### src/rtl/itch_order_encoder.sv
// ITCH order encoder: packs one ADD/CANCEL request into o_reg_1..o_reg_7, latency 1, o_ready low while busy or held.
// Optional macro ITCH_TIMESTAMP_EN: o_reg_2 carries a free-running cycle count instead of the constant 0x300.
module itch_order_encoder #(
  parameter int          REG_WIDTH     = 32,
  parameter int          QTY_WIDTH     = 16,
  parameter int          NUM_STOCKS    = 4,
  parameter logic [31:0] ORDER_ID_BASE = 32'h0000_03BA,
  localparam int         SYM_W         = (NUM_STOCKS > 1) ? $clog2(NUM_STOCKS) : 1
) (
  input  logic                 i_clk,
  input  logic                 i_reset_n,
  input  logic                 i_valid,
  output logic                 o_ready,
  input  logic                 i_order_type,
  input  logic                 i_trade_type,
  input  logic [SYM_W-1:0]     i_stock_symbol,
  input  logic [REG_WIDTH-1:0] i_buy_price,
  input  logic [REG_WIDTH-1:0] i_sell_price,
  input  logic [QTY_WIDTH-1:0] i_quantity,
  input  logic [REG_WIDTH-1:0] i_cancel_id,
  input  logic                 i_book_is_busy,
  output logic [REG_WIDTH-1:0] o_reg_1,
  output logic [REG_WIDTH-1:0] o_reg_2,
  output logic [REG_WIDTH-1:0] o_reg_3,
  output logic [REG_WIDTH-1:0] o_reg_4,
  output logic [REG_WIDTH-1:0] o_reg_5,
  output logic [REG_WIDTH-1:0] o_reg_6,
  output logic [REG_WIDTH-1:0] o_reg_7,
  output logic                 o_valid,
  input  logic                 i_out_ready,
  output logic                 o_drop
);

  localparam logic [31:0] NUM_STOCKS_U = NUM_STOCKS;
  localparam logic [7:0]  MSG_ADD      = 8'h41;
  localparam logic [7:0]  MSG_CANCEL   = 8'h58;

  logic                 valid_q, valid_d;
  logic                 drop_q, drop_d;
  logic [REG_WIDTH-1:0] reg_1_q, reg_1_d;
  logic [REG_WIDTH-1:0] reg_2_q, reg_2_d;
  logic [REG_WIDTH-1:0] reg_3_q, reg_3_d;
  logic [REG_WIDTH-1:0] reg_4_q, reg_4_d;
  logic [REG_WIDTH-1:0] reg_5_q, reg_5_d;
  logic [REG_WIDTH-1:0] reg_6_q, reg_6_d;
  logic [REG_WIDTH-1:0] reg_7_q, reg_7_d;
  logic [31:0]          order_cnt_q, order_cnt_d;

  logic        fire;
  logic        sym_bad;
  logic        qty_bad;
  logic        reject;
  logic        accept;
  logic [31:0] sym_idx;
  logic [63:0] sym_ascii;
  logic [31:0] ts_val;

`ifdef ITCH_TIMESTAMP_EN
  logic [31:0] ts_cnt_q, ts_cnt_d;

  always_comb begin
    ts_cnt_d = ts_cnt_q + 32'd1;
  end

  always_ff @(posedge i_clk) begin
    if (!i_reset_n) begin
      ts_cnt_q <= '0;
    end else begin
      ts_cnt_q <= ts_cnt_d;
    end
  end

  assign ts_val = ts_cnt_q;
`else
  assign ts_val = 32'h0000_0300;
`endif

  // Reset forces o_ready low so a request held across reset is never taken.
  assign o_ready = i_reset_n & ~i_book_is_busy & (~valid_q | i_out_ready);
  assign fire    = i_valid & o_ready;
  assign sym_idx = 32'(i_stock_symbol);
  assign sym_bad = (sym_idx >= NUM_STOCKS_U);
  assign qty_bad = ~i_order_type & (i_quantity == '0);
  assign reject  = sym_bad | qty_bad;
  assign accept  = fire & ~reject;

  // Eight-byte ticker, space padded on the right.
  always_comb begin
    sym_ascii = 64'h2020_2020_2020_2020;
    case (sym_idx)
      32'd0:   sym_ascii = 64'h4141_504C_2020_2020;
      32'd1:   sym_ascii = 64'h414D_5A4E_2020_2020;
      32'd2:   sym_ascii = 64'h474F_4F47_4C20_2020;
      32'd3:   sym_ascii = 64'h4D53_4654_2020_2020;
      default: sym_ascii = 64'h2020_2020_2020_2020;
    endcase
  end

  always_comb begin
    valid_d     = valid_q;
    drop_d      = fire & reject;
    reg_1_d     = reg_1_q;
    reg_2_d     = reg_2_q;
    reg_3_d     = reg_3_q;
    reg_4_d     = reg_4_q;
    reg_5_d     = reg_5_q;
    reg_6_d     = reg_6_q;
    reg_7_d     = reg_7_q;
    order_cnt_d = order_cnt_q;

    if (valid_q && i_out_ready) begin
      valid_d = 1'b0;
    end

    // accept implies the stage is empty or draining this cycle, so loading is safe.
    if (accept) begin
      valid_d = 1'b1;
      reg_1_d = REG_WIDTH'({(i_order_type ? MSG_CANCEL : MSG_ADD), 7'b0, i_trade_type});
      reg_2_d = REG_WIDTH'(ts_val);
      reg_3_d = i_order_type ? i_cancel_id : REG_WIDTH'(order_cnt_q);
      reg_4_d = REG_WIDTH'(i_quantity);
      reg_5_d = REG_WIDTH'(sym_ascii[63:32]);
      reg_6_d = REG_WIDTH'(sym_ascii[31:0]);
      reg_7_d = i_trade_type ? i_sell_price : i_buy_price;
      if (!i_order_type) begin
        order_cnt_d = order_cnt_q + 32'd1;
      end
    end
  end

  always_ff @(posedge i_clk) begin
    if (!i_reset_n) begin
      valid_q     <= 1'b0;
      drop_q      <= 1'b0;
      reg_1_q     <= '0;
      reg_2_q     <= '0;
      reg_3_q     <= '0;
      reg_4_q     <= '0;
      reg_5_q     <= '0;
      reg_6_q     <= '0;
      reg_7_q     <= '0;
      order_cnt_q <= ORDER_ID_BASE;
    end else begin
      valid_q     <= valid_d;
      drop_q      <= drop_d;
      reg_1_q     <= reg_1_d;
      reg_2_q     <= reg_2_d;
      reg_3_q     <= reg_3_d;
      reg_4_q     <= reg_4_d;
      reg_5_q     <= reg_5_d;
      reg_6_q     <= reg_6_d;
      reg_7_q     <= reg_7_d;
      order_cnt_q <= order_cnt_d;
    end
  end

  assign o_valid = valid_q;
  assign o_drop  = drop_q;
  assign o_reg_1 = reg_1_q;
  assign o_reg_2 = reg_2_q;
  assign o_reg_3 = reg_3_q;
  assign o_reg_4 = reg_4_q;
  assign o_reg_5 = reg_5_q;
  assign o_reg_6 = reg_6_q;
  assign o_reg_7 = reg_7_q;

endmodule

### config.mk
export PLATFORM = sky130hd
export DESIGN_NAME = itch_order_encoder
export DESIGN_NICKNAME = d
export VERILOG_FILES = /design/src/rtl/itch_order_encoder.sv
export SDC_FILE = /design/constraint.sdc
export NUM_CORES = 1
export LEC_CHECK = 0
export BUFFER_PORTS_ARGS = -buffer_cell sky130_fd_sc_hd__buf_2
export CORE_AREA = 2 2 134 136
export DETAILED_ROUTE_END_ITERATION = 16
export DIE_AREA = 0 0 136 138
export GPL_TIMING_DRIVEN = 0
export PLACE_DENSITY = 0.83
export SETUP_SLACK_MARGIN = 0.2
export SLEW_MARGIN = 20
export SYNTH_ARGS = -nofsm -noshare
export SYNTH_HDL_FRONTEND = slang
export SYNTH_SLANG_ARGS = --single-unit
export TNS_END_PERCENT = 10
### constraint.sdc
create_clock -name i_clk -period 2.1 [get_ports i_clk]
set_input_delay 0.315 -clock i_clk [delete_from_list [all_inputs] [get_ports i_clk]]
set_output_delay 0.315 -clock i_clk [all_outputs]
set_load 0.01 [all_outputs]
==> flow_summary.json, run 1 <==
{
  "fmax_mhz": 516,
  "fill_cells": 1613,
  "multi_input_area_um2": 3610,
  "swShare_pct": 26.1,
  "ys_ff_latch": 127,
  "endpoint_kind": "flop",
  "die_area_um2": 18800,
  "reg2reg_depth": 5,
  "dp.cells": 1318,
  "hold_path_class": "input pin to flop",
  "area_growth_pct": 39.3,
  "power_leakage_nw": 4.63,
  "finalCriticalPeriod_ns": 1.94,
  "synth.top_cells.by_area": "dfxtp_1 37%, buf_4 14%, a211oi_2 12%, mux2i_1 9.4%, nor2_1 4.6%",
  "fp.dieW_um": 136,
  "routed_wl_um": 21000,
  "worst_pin_slew_ns": 0.901,
  "rows": 49,
  "hold_ws_ns": 0.149,
  "dr.pass1.iters": 4,
  "hold_path_depth": 3,
  "synth_area_per_cell_um2": 9.30,
  "synth.most_common_cell": "buf_4",
  "drive_gt1_share_pct": 47.2,
  "skew_ns": 0.0126,
  "cts_buffers": 17,
  "path_clk_slew_ns": 0.05,
  "setup_violations": 0,
  "avgRoutedWirePerCell_um": 15.4,
  "overflow": 0,
  "power.total_mw": 6.31,
  "insertion_delay_ns": 0.41,
  "clockPowerShare_pct": 43.2,
  "vias": 6323,
  "clock-sinks": 127,
  "drv_cap": 0,
  "drtIter0Drc": 223,
  "grt_antenna_before_repair": 3,
  "post-route-period-util_pct": 92.3,
  "power_frac_comb_pct": 16.5,
  "seq_area_um2": 2550,
  "cellPowerDensity_nw_per_um2": 654,
  "internal-power_mw": 4.66,
  "netlist.area_leader.share_pct": 36.7,
  "drcViolationCount": 0,
  "ys.flop_type": "dfxtp_1",
  "grtUsageTotal_pct": 22.0,
  "synthDistinctLibCells": 41,
  "cts-root-to-sink-buffers": 2,
  "dpl.hpwl_um": 16000,
  "async_flop_share_pct": 0,
  "final_cells": 1363,
  "netlist.top_cell.by_area": "dfxtp_1",
  "seqPwrFrac_pct": 40.3,
  "finalHoldViolations": 0,
  "ir_drop_mv": 0.520,
  "via_per_inst": 4.64,
  "die_height_um": 138,
  "layout.nets": 1252,
  "start_util_pct": 39.5,
  "worstSetupStartpointType": "flop",
  "fin_util_pct": 55.0,
  "criticalPathCategory": "flop to flop",
  "critPathMaxStageDelay_ns": 0.52,
  "cp.arrival_ns": 2.28,
  "num_io_pins": 348,
  "postRouteAntennaNets": 0,
  "yosys_warnings": 0,
  "htree_levels": 4,
  "gp_congestion": 0.812,
  "seq_area_frac_synth_pct": 36.7,
  "cts_root_buffer": "clkbuf_16",
  "cp.required_ns": 2.44,
  "grt_setup_unrepaired": "yes",
  "grt_pass1_wl_um": 31900,
  "port_buffers": 242,
  "cts_tree": "built",
  "critPathSlowestCell": "or4_1",
  "synth_common_cells": "133 x buf_4, 127 x dfxtp_1, 84 x nor2_1",
  "status": "complete, no violations",
  "finalMaxSlewViolations": 0,
  "cp_max_fo": 5,
  "core_area_um2": 17500,
  "synth_enable_flop_cells": 0,
  "cp_cell_sequence": "nand4_1, nor4_4, o211ai_1, or4_1, a21oi_1",
  "syn_area_um2": 6930,
  "p_switching_mw": 1.65,
  "slew_headroom_pct": 39.9,
  "grt_pass1_vias": 5998,
  "syn_inst": 745,
  "grt_max_degree": 17,
  "cts_hold_buffers": 0
}
-- metal layers --
layer	track usage [%]	vias up	part of all wire, %
li1	-	3122	-
met1	27.1	2935	42
met4	7.35	2	2.1
met3	6.38	37	7.2
met5	0	-	0.067
met2	36.5	227	49
-- cell type report --
cell class | count | area share (%)
tap | 229 | 2.97
antenna | 2 | 0.0519
buffer | 178 | 13.5
multi-input combinational | 534 | 37.4
clock buffer | 21 | 4.87
timing repair buffer | 256 | 13.8
clock inverter | 7 | 0.674
inverter | 9 | 0.350
sequential | 127 | 26.4
-- power by group through the flow --
stage / clock network (mW) / logic, mW / registers, mW
after floorplan: 0 / 0.636 / 2.63
after global placement: 0 / 0.996 / 2.59
after detailed placement: 0 / 1.01 / 2.60
after CTS: 2.77 / 1.02 / 2.55
after global routing: 2.88 / 1.14 / 2.56
final: 2.72 / 1.04 / 2.55
-- placed cells by master (no fill, tap or decap), drive strengths merged, types with 19 or more instances in the layout --
master / instances
a21oi: 43
clkbuf: 46
o21ai: 19
dfxtp: 127
nand2: 58
buf: 409
a211oi: 68
conb: 103
mux2i: 65
nor2: 84
-- state kept, by name, summed over array words and instances (netlist names) --
register,count
order_cnt_q,32
o_reg_7,32
o_reg_5,7
o_reg_4,16
o_drop,1
o_valid,1
o_reg_6,3
o_reg_3,32
o_reg_1,3
-- worst paths after layout --
path             startpoint               to  slack, ns
min          i_quantity[12]      o_reg_4[12]       0.15
min reg2reg      o_reg_4[1]       o_reg_4[1]       0.45
max          order_cnt_q[7]  order_cnt_q[27]       0.16
max reg2reg  order_cnt_q[7]  order_cnt_q[27]       0.16
-- metrics by stage --
| step | worst slack, ns | area, um^2 | setup TNS [ns] |
|---|---|---|---|
| after floorplan | 0.205 | 7310 | 0 |
| after global placement | -0.322 | 8810 | -26.54 |
| after detailed placement | -0.366 | 8810 | -30.76 |
| after CTS | 0.0512 | 9420 | 0 |
| after global routing | 0.0119 | 9650 | 0 |
| final | 0.163 | 9650 | 0 |
-- critical path, delay by kind of cell, from the launching register on --
| kind | cells | cell delay (ns) |
|---|---|---|
| compound gates | 2 | 0.35 |
| simple gates | 3 | 1.09 |
| flops | 1 | 0.43 |
-- repair_timing --
item                                    4_1_cts  5_1_grt
setup buffers                                 5        9
resized for setup                             7       49
pin swaps                                     6        9
cloned                                        1        0
endpoints found under the setup margin      105      118
-- logic make-up (layout without fill, tap and decap cells) --
family / count (synthesis) / in the layout / synth area share (%)
and+or+nand+nor: 197 / 197 / 13.2
muxes: 65 / 65 / 9.39
DFF: 127 / 127 / 36.7
AOI/OAI and AO/OA: 150 / 151 / 19.3
adders and majority gates: 8 / 8 / 1.45
xor gates and xnor gates: 10 / 10 / 1.26
buffers and inverters: 187 / 471 / 18.6
other: 1 / 105 / 0.0541
Note: power is estimated with default switching activity, not from simulation.
==> inputs of run 2 (changes only) <==
--- a/config.mk
+++ b/config.mk
@@ -6,11 +6,11 @@
 export NUM_CORES = 1
 export LEC_CHECK = 0
 export BUFFER_PORTS_ARGS = -buffer_cell sky130_fd_sc_hd__buf_2
-export CORE_AREA = 2 2 134 136
+export CORE_MARGIN = 2
+export CORE_UTILIZATION = 30
 export DETAILED_ROUTE_END_ITERATION = 16
-export DIE_AREA = 0 0 136 138
 export GPL_TIMING_DRIVEN = 0
-export PLACE_DENSITY = 0.83
+export PLACE_DENSITY = 0.68
 export SETUP_SLACK_MARGIN = 0.2
 export SLEW_MARGIN = 20
 export SYNTH_ARGS = -nofsm -noshare
==> run 2 against run 1 <==
Compared with the run above:
- hold slack lost 0.011 ns
- register-to-register slack gained 0.07 ns
- highest routed layer is now met4
- largest power group unchanged
- routed wire length shrank 0.88%
- flip-flop and latch count is the same
- critical endpoint is now order_cnt_q[16]
- largest cell class unchanged
==> flow_summary.json, run 2 (synthesis gave the netlist of run 1 again) <==
{
  "status": "complete, no violations",
  "dpl.hpwl_um": 15800,
  "cp_cell_sequence": "and2_1, and3_4, o2111ai_2, buf_4, or4_1, a21oi_1",
  "cp.arrival_ns": 2.20,
  "critPathSlowestCell": "or4_1",
  "power_leakage_nw": 4.67,
  "cts-root-to-sink-buffers": 2,
  "area_growth_pct": 41.9,
  "holdPathEnd": "o_reg_4[12]",
  "diodes": 0,
  "fin_setup_tns_ns": 0,
  "overflow": 0,
  "cp.required_ns": 2.44,
  "slew_headroom_pct": 39.0,
  "start_util_pct": 30.6,
  "fp.dieW_um": 156,
  "finalMaxSlewViolations": 0,
  "timing.final.ws_setup_ns": 0.236,
  "drtIter0Drc": 229,
  "drive_gt1_share_pct": 48.4,
  "postRouteAntennaNets": 0,
  "ir_drop_mv": 0.458,
  "layout.nets": 1252,
  "post-route-period-util_pct": 88.8,
  "insertion_delay_ns": 0.42,
  "finalCriticalPeriod_ns": 1.86,
  "clock-sinks": 127,
  "worst_pin_slew_ns": 0.914,
  "port_buffers": 242,
  "grt_antenna_before_repair": 0,
  "finalHoldViolations": 0,
  "post_dp_cell_area_um2": 8880,
  "reg2reg_depth": 6,
  "layout_commonest_cell": "buf_2",
  "core_area_um2": 22600,
  "criticalPathCategory": "flop to flop",
  "avgRoutedWirePerCell_um": 14.7,
  "critPathMaxStageDelay_ns": 0.40,
  "grt_setup_unrepaired": "yes",
  "busiest_layer": "met2",
  "vias": 6147,
  "setup_violations": 0,
  "final_area_um2": 9830,
  "cellPowerDensity_nw_per_um2": 686,
  "dpl_worst_slack_ns": -0.286,
  "die_area_um2": 24300,
  "worstSetupStartpointType": "flop",
  "die_height_um": 156,
  "grt_max_degree": 17,
  "met3_usage_pct": 4.14,
  "hold_path_depth": 3,
  "dr.pass1.iters": 4,
  "met1_usage_pct": 19.5,
  "endpoint_kind": "flop",
  "gr-usage-met2_pct": 30.2,
  "r2r_end": "order_cnt_q[16]",
  "hold_path_class": "input pin to flop",
  "power.total_mw": 6.74,
  "cts_buffers": 17,
  "worst-path-stages": 6,
  "rows": 55,
  "hold_ws_ns": 0.138,
  "drv_cap": 0,
  "routed_wl_um": 20800,
  "htree_levels": 4,
  "drcViolationCount": 0,
  "crit_family": "simple AND/OR/NAND/NOR gates",
  "path_clk_slew_ns": 0.06,
  "grt_pass1_wl_um": 31100,
  "layout_common_cells": "243 x buf_2, 149 x buf_4, 115 x dfxtp_1",
  "num_io_pins": 348,
  "gp_congestion": 0.792,
  "skew_ns": 0.00846,
  "via_per_inst": 4.33,
  "hold_start": "i_quantity[12]",
  "grt_pass1_vias": 5677,
  "grtUsageTotal_pct": 16.7,
  "rrSetupSlack_ns": 0.24,
  "cts_tree": "built",
  "cp_num_buf_inv": 1,
  "cp_max_fo": 10,
  "fmax_mhz": 537,
  "cts_root_buffer": "clkbuf_16",
  "fill_cells": 2251,
  "r2r-start": "order_cnt_q[5]"
}
-- run 2: cell count changes in the layout (fill, tap and decap cells not counted), sizes merged --
cell / before / now
bufinv: 1 / 4
clkbuf: 46 / 44
buf: 409 / 408
inv: 9 / 11
clkinv: 4 / 6
diode: 2 / 0
-- run 2: worst reg2reg max path: cells and delay by family, from the launching register on --
family | cells | cell delay (ns)
DFF | 1 | 0.38
buffers and inverters | 1 | 0.22
AOI/OAI and AO/OA | 2 | 0.33
and+or+nand+nor | 3 | 0.85
-- run 2: power breakdown --
| group | internal [mW] | leakage (nW) | switching, mW |
|---|---|---|---|
| logic | 0.477 | 3.34 | 0.553 |
| clock network | 1.99 | 0.300 | 1.19 |
| registers | 2.49 | 1.04 | 0.0474 |
-- run 2: routing by layer --
metal | up-vias | share of wire, %
met2 | 216 | 51
met5 | - | 0
met1 | 2784 | 42
li1 | 3126 | -
met4 | 0 | 1.3
met3 | 21 | 6.2
-- run 2: through the flow --
stage	std cells	utilization [%]
after detailed placement	1374	39.2
after floorplan	847	-
after global routing	1421	43.4
final	1421	43.4
after CTS	1410	42.3
after global placement	1374	39.2
-- run 2: repair_timing --
item | in CTS | in global routing
hold buffers | 0 | 0
setup buffers | 3 | 11
cloned | 1 | 0
gates resized for setup | 17 | 49
setup endpoints to repair | 83 | 111
pin swaps | 4 | 12
-- run 2: cell type report --
| type | instances | area (um^2) | share of cell area, % |
|---|---|---|---|
| tap | 285 | 357 | 3.63 |
| inverter | 9 | 33.8 | 0.344 |
| timing repair buffer | 256 | 1320 | 13.4 |
| clock buffer | 18 | 429 | 4.37 |
| sequential | 127 | 2570 | 26.1 |
| buffer | 178 | 1300 | 13.2 |
| multi-input combinational | 534 | 3630 | 37.0 |
| clock inverter | 14 | 190 | 1.94 |
-- run 2: worst max path at each step --
stage	startpoint	end	slack, ns
floorplan	i_order_type	o_reg_5[26]	0.21
global placement	i_quantity[7]	o_reg_3[12]	-0.28
detailed placement	i_order_type	o_reg_3[13]	-0.29
CTS	o_valid	o_reg_3[25]	0.06
global route	order_cnt_q[13]	order_cnt_q[18]	0.11
finish	order_cnt_q[5]	order_cnt_q[16]	0.24
